### src/rtl/uart_tx_serializer_if.sv
// -----------------------------------------------------------------------------
// uart_tx_serializer_if
// Byte handshake between the word-to-byte TX buffer (master) and the UART
// serializer (slave).
//   tx_data        : byte to transmit                 (master -> slave)
//   tx_data_valid  : one-cycle strobe, taken when idle (master -> slave)
//   uart_tx_busy   : frame in progress                 (slave -> master)
//   uart_tx_done   : one-cycle end-of-frame pulse      (slave -> master)
// -----------------------------------------------------------------------------
interface uart_tx_serializer_if;
   logic [7:0] tx_data;
   logic       tx_data_valid;
   logic       uart_tx_busy;
   logic       uart_tx_done;

   modport master (
      output tx_data,
      output tx_data_valid,
      input  uart_tx_busy,
      input  uart_tx_done
   );

   modport slave (
      input  tx_data,
      input  tx_data_valid,
      output uart_tx_busy,
      output uart_tx_done
   );
endinterface

### src/rtl/uart_tx_serializer.sv
// -----------------------------------------------------------------------------
// uart_tx_serializer
// 8N1 asynchronous serial transmitter, LSB first. Accepts one byte per
// tx_data_valid strobe while idle and shifts it out on txd, one bit every
// CLKS_PER_BIT clocks. All outputs are registered.
//
// Ports:
//   clk    : system clock, rising edge
//   rst    : asynchronous active-high reset
//   tx_if  : slave side of uart_tx_serializer_if (tx_data, tx_data_valid,
//            uart_tx_busy, uart_tx_done)
//   txd    : serial line, idle high
//
// Build option:
//   UART_TX_PARITY_EN : when defined, a parity bit is inserted between the
//                       data bits and the stop bit (even parity, or odd when
//                       PARITY_ODD = 1), giving an 11-bit frame.
// -----------------------------------------------------------------------------
module uart_tx_serializer #(
   parameter int CLK_FREQ     = 50_000_000,
   parameter int BAUD_RATE    = 115_200,
   parameter int CLKS_PER_BIT = CLK_FREQ / BAUD_RATE
`ifdef UART_TX_PARITY_EN
   ,
   parameter bit PARITY_ODD   = 1'b0
`endif
) (
   input  logic                       clk,
   input  logic                       rst,
   uart_tx_serializer_if.slave        tx_if,
   output logic                       txd
);

   // Guard keeps the counter at least one bit wide for degenerate settings.
   localparam int BW = (CLKS_PER_BIT > 1) ? $clog2(CLKS_PER_BIT) : 1;
   localparam logic [BW-1:0] BAUD_LAST = BW'(CLKS_PER_BIT - 1);

   typedef enum logic [2:0] {
      IDLE,
      START,
      DATA,
`ifdef UART_TX_PARITY_EN
      PARITY,
`endif
      STOP
   } state_t;

   state_t        state_reg,  state_next;
   logic [BW-1:0] baud_reg,   baud_next;
   logic [2:0]    bit_reg,    bit_next;
   logic [7:0]    shift_reg,  shift_next;
   logic          txd_reg,    txd_next;
   logic          busy_reg,   busy_next;
   logic          done_reg,   done_next;
   logic          baud_last;

   always_ff @(posedge clk or posedge rst) begin
      if (rst) begin
         state_reg <= IDLE;
         baud_reg  <= '0;
         bit_reg   <= '0;
         shift_reg <= '0;
         txd_reg   <= 1'b1;
         busy_reg  <= 1'b0;
         done_reg  <= 1'b0;
      end else begin
         state_reg <= state_next;
         baud_reg  <= baud_next;
         bit_reg   <= bit_next;
         shift_reg <= shift_next;
         txd_reg   <= txd_next;
         busy_reg  <= busy_next;
         done_reg  <= done_next;
      end
   end

   assign baud_last = (baud_reg == BAUD_LAST);

   // Next-state logic. txd/busy/done are computed one cycle ahead so that the
   // registered outputs line up exactly with the state they describe.
   always_comb begin
      state_next = state_reg;
      baud_next  = baud_reg;
      bit_next   = bit_reg;
      shift_next = shift_reg;
      txd_next   = txd_reg;
      busy_next  = busy_reg;
      done_next  = 1'b0;

      // Every non-idle state uses the same baud tick.
      if (state_reg != IDLE) begin
         baud_next = baud_last ? '0 : baud_reg + BW'(1);
      end

      case (state_reg)
         IDLE: begin
            txd_next  = 1'b1;
            busy_next = 1'b0;
            if (tx_if.tx_data_valid) begin
               shift_next = tx_if.tx_data;
               state_next = START;
               busy_next  = 1'b1;
               txd_next   = 1'b0;
               baud_next  = '0;
            end
         end
         START: begin
            if (baud_last) begin
               state_next = DATA;
               bit_next   = 3'd0;
               txd_next   = shift_reg[0];
            end
         end
         DATA: begin
            if (baud_last) begin
               if (bit_reg == 3'd7) begin
`ifdef UART_TX_PARITY_EN
                  state_next = PARITY;
                  txd_next   = (^shift_reg) ^ PARITY_ODD;
`else
                  state_next = STOP;
                  txd_next   = 1'b1;
`endif
                  bit_next   = 3'd0;
               end else begin
                  bit_next = bit_reg + 3'd1;
                  txd_next = shift_reg[bit_reg + 3'd1];
               end
            end
         end
`ifdef UART_TX_PARITY_EN
         PARITY: begin
            if (baud_last) begin
               state_next = STOP;
               txd_next   = 1'b1;
            end
         end
`endif
         STOP: begin
            if (baud_last) begin
               // done is visible on the first idle cycle, the same edge busy drops.
               state_next = IDLE;
               busy_next  = 1'b0;
               done_next  = 1'b1;
               txd_next   = 1'b1;
            end
         end
         default: begin
            state_next = IDLE;
            txd_next   = 1'b1;
            busy_next  = 1'b0;
         end
      endcase
   end

   assign txd                = txd_reg;
   assign tx_if.uart_tx_busy = busy_reg;
   assign tx_if.uart_tx_done = done_reg;

endmodule

### src/flat_wrapper.sv
// flat-port wrapper written by rule: the top's interface ports become plain ports
module uart_tx_serializer_flat 
#(
   parameter int CLK_FREQ     = 50_000_000,
   parameter int BAUD_RATE    = 115_200,
   parameter int CLKS_PER_BIT = CLK_FREQ / BAUD_RATE

)
  (clk, rst, txd, tx_if_tx_data, tx_if_tx_data_valid, tx_if_uart_tx_busy, tx_if_uart_tx_done);
  uart_tx_serializer_if tx_if_i ();
  input  logic clk;
  input  logic rst;
  output logic txd;
  input wire logic [$bits(tx_if_i.tx_data)-1:0] tx_if_tx_data;
  input wire logic [$bits(tx_if_i.tx_data_valid)-1:0] tx_if_tx_data_valid;
  output wire logic [$bits(tx_if_i.uart_tx_busy)-1:0] tx_if_uart_tx_busy;
  output wire logic [$bits(tx_if_i.uart_tx_done)-1:0] tx_if_uart_tx_done;
  assign tx_if_i.tx_data = tx_if_tx_data;
  assign tx_if_i.tx_data_valid = tx_if_tx_data_valid;
  assign tx_if_uart_tx_busy = tx_if_i.uart_tx_busy;
  assign tx_if_uart_tx_done = tx_if_i.uart_tx_done;
  uart_tx_serializer #(.CLK_FREQ(CLK_FREQ), .BAUD_RATE(BAUD_RATE), .CLKS_PER_BIT(CLKS_PER_BIT)) u_core (.clk(clk), .rst(rst), .tx_if(tx_if_i), .txd(txd));
endmodule
### config.mk
export PLATFORM = sky130hd
export DESIGN_NAME = uart_tx_serializer_flat
export DESIGN_NICKNAME = d
export VERILOG_FILES = /design/src/rtl/uart_tx_serializer_if.sv /design/src/rtl/uart_tx_serializer.sv /design/src/flat_wrapper.sv
export SDC_FILE = /design/constraint.sdc
export NUM_CORES = 1
export LEC_CHECK = 0
export CAP_MARGIN = 20
export CORE_ASPECT_RATIO = 0.75
export CORE_MARGIN = 1.5
export CORE_UTILIZATION = 60
export CTS_BUF_LIST = sky130_fd_sc_hd__clkbuf_16
export DETAILED_ROUTE_END_ITERATION = 10
export PLACE_DENSITY = 0.85
export RECOVER_POWER = 100
export SYNTH_ARGS = -nofsm -noshare
export SYNTH_HDL_FRONTEND = slang
export SYNTH_SLANG_ARGS = --single-unit
### constraint.sdc
create_clock -name clk -period 6.3 [get_ports clk]
set_input_delay 1.26 -clock clk [delete_from_list [all_inputs] [get_ports clk]]
set_output_delay 1.26 -clock clk [all_outputs]
set_load 0.005 [all_outputs]
======== Word-level counts from Yosys, hierarchy flattened ========
Index checks and enable logic that the tools add are counted.
storage, ports and cells
  register bits after elaboration ......... 26
  input port bits ......................... 11
  logic and storage cells ................. 56
operators by class
  $add $sub $neg .......................... 2
  order comparisons ....................... 1
  eq/ne operators ......................... 10
  muxes and demuxes ....................... 26
  bitwise gates (word level) .............. 1
  reductions and logical operators ........ 9
operators by type and width
  kind                                                                          number
  9-bit 2-to-1 mux                                                              4
  3-bit 2-to-1 mux                                                              7
  3-bit one-hot mux with 4 select lines                                         1
  1-bit 2-to-1 mux                                                              10
  9-bit by 1-bit adder with 9-bit output, second input constant                 1
  9-bit == test, second input constant                                          1
  2-bit by 1-bit != test with 1-bit output, second input constant               4
  3-bit by 2-bit == test with 1-bit output, second input constant               2
  3-bit one-hot mux with 2 select lines                                         1
  3-bit AND reduction                                                           2
  5-bit AND reduction                                                           1
  3-bit by 4-bit less-than comparator with 1-bit output, second input constant  1
  1-bit one-hot mux with 4 select lines                                         1
  2-bit AND reduction                                                           2
  3-bit by 1-bit adder with 3-bit output, second input constant                 1
  1-bit binary-select mux with 3-bit select                                     1
  3-bit by 1-bit == test with 1-bit output, second input constant               1
  3-bit == test, second input constant                                          1
  3-bit zero test                                                               1
  1-bit one-hot mux with 3 select lines                                         1
  3-bit nonzero test                                                            1
  2-bit != test, second input constant                                          1
  2-bit nonzero test                                                            1
  2-bit OR reduction                                                            1
  1-bit NOT                                                                     1

======== Longest topological paths before layout ========
Gate-level depths: netlist of run 1.
  depth after elaboration ................. 6
  mapped depth ............................ 6
  gate-level depth less buffers ........... 6

======== Worst setup path before layout of run 1 ========
OpenSTA, ideal clock, no wires.
  kind .................................... register -> register
  from .................................... register u_core.bit_reg[0]
  to ...................................... register u_core.txd_reg (netlist: u_core.txd)
  arrival time ............................ 1.944 ns
  required time ........................... 6.207 ns
  slack ................................... 4.263 ns
  stages on the path, launching flop included .. 7
  buffers on the path ..................... 0
  period minus slack after synthesis ...... 2.037 ns
  path through ............................ dfrtp_1 > ha_1 > ha_1 > mux2_2 > mux4_2 > o21ai_0 > a21oi_1
on the way
  longest elaborated chain between the ends .. 6
ends and longest elaborated chain
  element                                    RTL line                   text
  start, declared                            uart_tx_serializer.sv:50   logic [2:0] bit_reg, bit_next;
  start signal, assigned                     uart_tx_serializer.sv:69   bit_reg <= bit_next;
  3-bit by 1-bit adder with 3-bit output     uart_tx_serializer.sv:127  txd_next = shift_reg[bit_reg + 3'd1];
  1-bit binary-select mux with 3-bit select  uart_tx_serializer.sv:127
  1-bit 2-to-1 mux (implied by the code)     uart_tx_serializer.sv:127
  1-bit 2-to-1 mux (*)                       uart_tx_serializer.sv:116  if (bit_reg == 3'd7) begin
  1-bit 2-to-1 mux (*)                       uart_tx_serializer.sv:115  if (baud_last) begin
  1-bit one-hot mux with 4 select lines (*)  uart_tx_serializer.sv:95   case (state_reg)
  end signal, assigned                       uart_tx_serializer.sv:71   txd_reg <= txd_next;
  end, declared                              uart_tx_serializer.sv:52   logic txd_reg, txd_next;
Every way passes the cells marked *; elsewhere a longest branch is shown, timed or not. The select of a mux whose other input is x is not followed.
A chain may end at the register's enable or synchronous reset.

==> results.sh, run 1 <==
export IMPL_cts_resized=0
export IMPL_holdPathStages=1
export IMPL_rows=14
export IMPL_rsz0062_at_grt="false"
export IMPL_cts_tree="yes"
export IMPL_status="finished clean"
export IMPL_layout_min_cycle_time_ns=2.64
export IMPL_cts_max_level=1
export IMPL_crit_buf_inv=3
export IMPL_viasPerCell=6.25
export IMPL_required_ns=6.47
export IMPL_fillers=144
export IMPL_reg2reg_depth=6
export IMPL_layout_common_cells="24 x dfrtp_1, 12 x mux2_2, 9 x ha_1"
export IMPL_synth_cell_types=36
export IMPL_fin_crit_sh_pct=41.9
export IMPL_p_leak_uw=0.000738
export IMPL_worst_slew_pin_slew_ns=1.26
export IMPL_vdd_drop_max_mv=0.199
export IMPL_port_buffers=13
export IMPL_dp_hpwl_mm=1.92
export IMPL_layout_commonest_cell="dfrtp_1"
export IMPL_antenna_cells=0
export IMPL_io_pins=14
export IMPL_cts_buffer_depth=2
export IMPL_ys_seq_elements=25
export IMPL_swShare_pct=19.3
export IMPL_grt_pass1_wl_mm=4.57
export IMPL_stdcell_area_um2=1620
export IMPL_seqPwrFrac_pct=51.5
export IMPL_hold_buffers=0
export IMPL_avgSynthCellArea_um2=11.3
export IMPL_p_comb_share_pct=3.0
export IMPL_cp_slowest_cell="clkbuf_1"
export IMPL_core_area_um2=2100
export IMPL_die_area_um2=2640
export IMPL_critical_path_max_fanout=24
export IMPL_antenna_left=0
export IMPL_cts_sinks=25
export IMPL_rr_endpoint="u_core.txd"
export IMPL_worst_ep_arrival_time_ns=2.81
export IMPL_hold_viol=0
export IMPL_fin_skew_ns=0.00460
export IMPL_antenna_found_initial=0
export IMPL_grt_max_degree=26
export IMPL_grt_pass1_vias=1007
export IMPL_setup_worst_path_end_class="async pin"
export IMPL_crit_path_max_incr_delay_ns=0.93
export IMPL_grt_util_all_layers_pct=23.8
export IMPL_r2r_slack_ns=4.10
export IMPL_power_switching_uw=60.1
export IMPL_relSlewSlack_pct=16.0
export IMPL_drt_initial_drc_count=32
export IMPL_min_from="u_core.shift_reg[5]"
export IMPL_largest_reg_flops=9
export IMPL_clkPwrFrac_pct=45.5
export IMPL_drive_above_1_share_pct=19.1
export IMPL_synthCells=124
export IMPL_p_int_uw=252
export IMPL_syn_area_um2=1400
export IMPL_cts_buffers=3
export IMPL_routed_via_count=1032
export IMPL_crit_type="input port to async pin"
export IMPL_min_to="u_core.shift_reg[5]"
export IMPL_routedWlPerCell_um=16.4
export IMPL_crit_family="buffers and inverters"
export IMPL_grt_overflow=0
export IMPL_worstPathCellList="dlygate4sd3_1, inv_1, clkbuf_1"
export IMPL_ys_warn_count=0
export IMPL_root_buffer="clkbuf_16"
export IMPL_wirelength_mm=2.70
export IMPL_area_growth_pct=15.4
export IMPL_nets=162
export IMPL_clkTransAtPathRegs_ns=0.06
export IMPL_min_path_type="flip-flop to flip-flop"
export IMPL_initial_core_util_pct=66.7
export IMPL_syn_nets=144
export IMPL_powerDensity_nw_per_um2=193
export IMPL_post_cts_setup_buffers=0
export IMPL_max_cap_violations=0
export IMPL_setup_viol=0
export IMPL_fmax_mhz=379
export IMPL_die_w_um=58.8
export IMPL_die_h_um=44.9
export IMPL_drc=0
export IMPL_yosysSeqAreaShare_pct=44.7
export IMPL_timing_rr_start="u_core.bit_reg[0]"
export IMPL_gp_congestion=0.791
export IMPL_fin_tns_setup_ns=0
export IMPL_slew_violations=0
export IMPL_clkLatencyLatePin_ns=0.26
export IMPL_dr_pass1_iters=5
export IMPL_place_area_um2=1560
export IMPL_cp_start_kind="input port"
==> worst max path at each step <==
stage / start / to / slack (ns) / depth (start not counted)
2_1_floorplan: u_core.bit_reg[0] / u_core.txd / 4.26 / 6
3_3_place_gp: tx_if_tx_data_valid / u_core.state_reg[0] / 3.81 / 4
3_5_place_dp: tx_if_tx_data_valid / u_core.state_reg[0] / 3.73 / 4
4_1_cts: u_core.txd / txd / 3.76 / 1
5_1_grt: rst / u_core.bit_reg[2] / 3.31 / 3
6_report: rst / u_core.baud_reg[4] / 3.66 / 3
==> per-layer routing <==
metal / track usage, % / vias up / wire [um] / share of wire (%)
met2: 36.9 / 22 / 1200 / 45
li1: - / 487 / - / -
met3: 7.74 / 4 / 144 / 5.3
met5: 0 / - / 0 / 0
met4: 5.45 / 0 / 24 / 0.89
met1: 32.9 / 519 / 1330 / 49
==> power groups by stage <==
stage	Sequential, uW	Clock [uW]	Combinational (uW)
2_1_floorplan	164	0	2.53
3_3_place_gp	164	0	9.39
3_5_place_dp	164	0	9.77
4_1_cts	160	145	9.83
5_1_grt	160	149	10.7
6_report	161	142	9.47
==> cells in the mapped netlist, drive strengths merged <==
cell type	n	area, um2
dfrtp	24	601
mux2	12	135
ha	9	113
nand2	9	41.3
a22o	8	72.6
o21ai	8	40.0
inv	7	26.3
nor3	7	45.0
a21oi	6	33.8
nor2	6	22.5
nor2b	4	25.0
a21o	2	17.5
mux2i	2	20.0
nand3	2	10.0
o22ai	2	18.8
a2111oi	1	10.0
a21boi	1	7.51
a41o	1	10.0
and2	1	6.26
and3	1	6.26
and4	1	10.0
clkbuf	1	3.75
dfstp	1	26.3
mux4	1	22.5
nand2b	1	6.26
nand4	1	6.26
nor4b	1	23.8
o2bb2ai	1	8.76
o32a	1	10.0
or4b	1	13.8
xnor2	1	8.76
==> layout make-up <==
type / instances / area (um2) / share of cell area, %
multi-input combinational: 91 / 719 / 44.5
sequential: 25 / 627 / 38.8
timing repair buffer: 14 / 134 / 8.28
clock buffer: 3 / 75.1 / 4.64
tap: 24 / 30.0 / 1.86
inverter: 7 / 26.3 / 1.63
clock inverter: 1 / 5.00 / 0.310
==> per-stage QoR <==
stage	utilization, %	setup WS (ns)	total power [uW]	hold slack [ns]	std cells
5_1_grt	76.9	3.31	320	0.527	165
2_1_floorplan	-	4.26	166	0.474	124
4_1_cts	77.9	3.76	315	0.507	164
3_5_place_dp	74.1	3.73	173	0.495	160
3_3_place_gp	74.1	3.81	173	0.483	160
6_report	76.9	3.66	312	0.505	165
==> cell families after synthesis <==
family,Yosys count,share of synthesized area [%]
buffers and inverters,8,2.14
xor gates and xnor gates,1,0.625
muxes,15,12.7
AOI/OAI and AO/OA,31,16.3
DFF,25,44.7
adders and majority gates,9,8.04
and+or+nand+nor,35,15.4
Power figures use the tool's default switching activity.
==> run 2: changes to the inputs <==
--- a/config.mk
+++ b/config.mk
@@ -8,10 +8,10 @@
 export CAP_MARGIN = 20
 export CORE_ASPECT_RATIO = 0.75
 export CORE_MARGIN = 1.5
-export CORE_UTILIZATION = 60
+export CORE_UTILIZATION = 50
 export CTS_BUF_LIST = sky130_fd_sc_hd__clkbuf_16
 export DETAILED_ROUTE_END_ITERATION = 10
-export PLACE_DENSITY = 0.85
+export PLACE_DENSITY = 0.76
 export RECOVER_POWER = 100
 export SYNTH_ARGS = -nofsm -noshare
 export SYNTH_HDL_FRONTEND = slang
==> constraint.sdc (replaced) <==
create_clock -name clk -period 2.35 [get_ports clk]
set_input_delay 0.47 -clock clk [delete_from_list [all_inputs] [get_ports clk]]
set_output_delay 0.47 -clock clk [all_outputs]
set_load 0.005 [all_outputs]
==> results.sh, run 2 (same netlist as run 1, synthesis figures left out) <==
export IMPL_cts_max_level=1
export IMPL_initial_core_util_pct=53.0
export IMPL_grt_max_degree=26
export IMPL_antenna_cells=0
export IMPL_routed_via_count=1052
export IMPL_vdd_drop_max_mv=0.342
export IMPL_max_cap_violations=0
export IMPL_largest_reg_flops=9
export IMPL_fin_crit_sh_pct=92.7
export IMPL_slew_violations=0
export IMPL_dp_hpwl_mm=2.21
export IMPL_status="finished clean"
export IMPL_grt_util_all_layers_pct=21.7
export IMPL_use_met1_pct=28.0
export IMPL_rsz0062_at_grt="false"
export IMPL_required_ns=2.53
export IMPL_root_buffer="clkbuf_16"
export IMPL_fin_tns_setup_ns=0
export IMPL_stdcell_area_um2=1640
export IMPL_cp_startpoint="u_core.bit_reg[0]"
export IMPL_hold_viol=0
export IMPL_busiest_layer="met2"
export IMPL_grt_overflow=0
export IMPL_fin_skew_ns=0.00454
export IMPL_cts_buffer_depth=2
export IMPL_wirelength_mm=2.90
export IMPL_nets=162
export IMPL_viasPerCell=5.94
export IMPL_post_cts_setup_buffers=0
export IMPL_p_int_uw=673
export IMPL_drt_initial_drc_count=45
export IMPL_p_leak_uw=0.000723
export IMPL_finalWorstSetupSlack_ns=0.171
export IMPL_clkPwrFrac_pct=44.9
export IMPL_crit_type="flip-flop to flip-flop"
export IMPL_hold_buffers=0
export IMPL_area_growth_pct=16.9
export IMPL_preCtsSetupSlack_ns=0.177
export IMPL_reg2reg_depth=6
export IMPL_drc=0
export IMPL_timing_rr_start="u_core.bit_reg[0]"
export IMPL_place_area_um2=1580
export IMPL_endpoint="u_core.txd"
export IMPL_powerDensity_nw_per_um2=505
export IMPL_routedWlPerCell_um=16.4
export IMPL_port_buffers=13
export IMPL_die_h_um=48.9
export IMPL_fmax_mhz=459
export IMPL_cp_start_kind="flip-flop"
export IMPL_met2_usage_pct=37.2
export IMPL_p_comb_share_pct=3.1
export IMPL_clkTransAtPathRegs_ns=0.06
export IMPL_seqPwrFrac_pct=52.1
export IMPL_antenna_left=0
export IMPL_io_pins=14
export IMPL_worst_hold_slack_ns=0.513
export IMPL_antenna_found_initial=0
export IMPL_worst_ep_arrival_time_ns=2.35
export IMPL_layout_min_cycle_time_ns=2.18
export IMPL_rows=16
export IMPL_dr_pass1_iters=4
export IMPL_r2r_slack_ns=0.17
export IMPL_gp_congestion=0.878
export IMPL_power_switching_uw=154
export IMPL_min_path_type="flip-flop to flip-flop"
export IMPL_layout_common_cells="24 x dfrtp_1, 12 x mux2_2, 9 x nand2_1, 9 x ha_1, 9 x clkdlybuf4s50_1"
export IMPL_layout_commonest_cell="dfrtp_1"
export IMPL_grt_pass1_vias=1099
export IMPL_core_area_um2=2640
export IMPL_critical_path_max_fanout=5
export IMPL_cts_sinks=25
export IMPL_relSlewSlack_pct=11.0
export IMPL_grt_pass1_wl_mm=5.22
export IMPL_swShare_pct=18.6
export IMPL_setup_viol=0
export IMPL_rr_endpoint="u_core.txd"
export IMPL_die_w_um=64.1
export IMPL_clkLatencyLatePin_ns=0.26
export IMPL_die_area_um2=3130
export IMPL_cts_tree="yes"
export IMPL_cts_buffers=3
export IMPL_setup_worst_path_end_class="flip-flop"
export IMPL_worst_slew_pin_slew_ns=1.33
export IMPL_grt_use_met3_pct=6.00
export IMPL_cts_resized=0
export IMPL_drive_above_1_share_pct=17.7
run 2: cell count changes in the layout (fill, tap and decap cells not counted), sizes merged:
cell           change
clkinv             -1
clkdlybuf4s50      +1
inv                +1
dlygate4sd3        -1
run 2: critical path, stage by stage, from the launching register on:
cell and delay, ns:
dfrtp_1 0.42, ha_1 0.22, ha_1 0.39, mux2_2 0.37, mux4_2 0.46, o21ai_0 0.15, a21oi_1 0.09
run 2: power by group through the flow:
stage,logic (uW),clock network (uW),registers (uW)
4_1_cts,27.5,381,430
3_5_place_dp,27.6,0,438
2_1_floorplan,6.78,0,438
3_3_place_gp,26.7,0,438
6_report,25.5,371,430
5_1_grt,28.8,401,430
run 2: per-layer routing:
layer  wire, um  up-vias
met5          0        -
met4         16        0
met3        134        4
met2       1430       34
met1       1320      522
li1           -      492
run 2: layout make-up:
type / count / area, um2
clock buffer: 3 / 75.1
clock inverter: 1 / 3.75
fill: 239 / 1000
inverter: 7 / 26.3
multi-input combinational: 91 / 727
sequential: 25 / 627
tap: 36 / 45.0
timing repair buffer: 14 / 134
run 2: through the flow:
stage,util (%),instances,total power [uW]
floorplan,-,124,445
global placement,59.8,173,465
detailed placement,59.8,173,466
CTS,62.8,177,839
global route,62.0,177,859
finish,62.0,177,827
run 2: how the worst min path moves through the flow:
stage / startpoint / slack, ns / depth (start not counted) / to
floorplan: u_core.shift_reg[4] / 0.47 / 1 / u_core.shift_reg[4]
global placement: u_core.shift_reg[7] / 0.50 / 1 / u_core.shift_reg[7]
detailed placement: u_core.shift_reg[5] / 0.50 / 1 / u_core.shift_reg[5]
CTS: u_core.shift_reg[5] / 0.51 / 1 / u_core.shift_reg[5]
global route: u_core.shift_reg[7] / 0.54 / 1 / u_core.shift_reg[7]
finish: u_core.shift_reg[7] / 0.51 / 1 / u_core.shift_reg[7]
==> run 3: changes to the inputs <==
--- a/config.mk
+++ b/config.mk
@@ -11,6 +11,7 @@
 export CORE_UTILIZATION = 50
 export CTS_BUF_LIST = sky130_fd_sc_hd__clkbuf_16
 export DETAILED_ROUTE_END_ITERATION = 10
+export GPL_TIMING_DRIVEN = 1
 export PLACE_DENSITY = 0.76
 export RECOVER_POWER = 100
 export SYNTH_ARGS = -nofsm -noshare
==> results of run 3 <==
Final layout, timing and power as in run 2 (identical DEF).
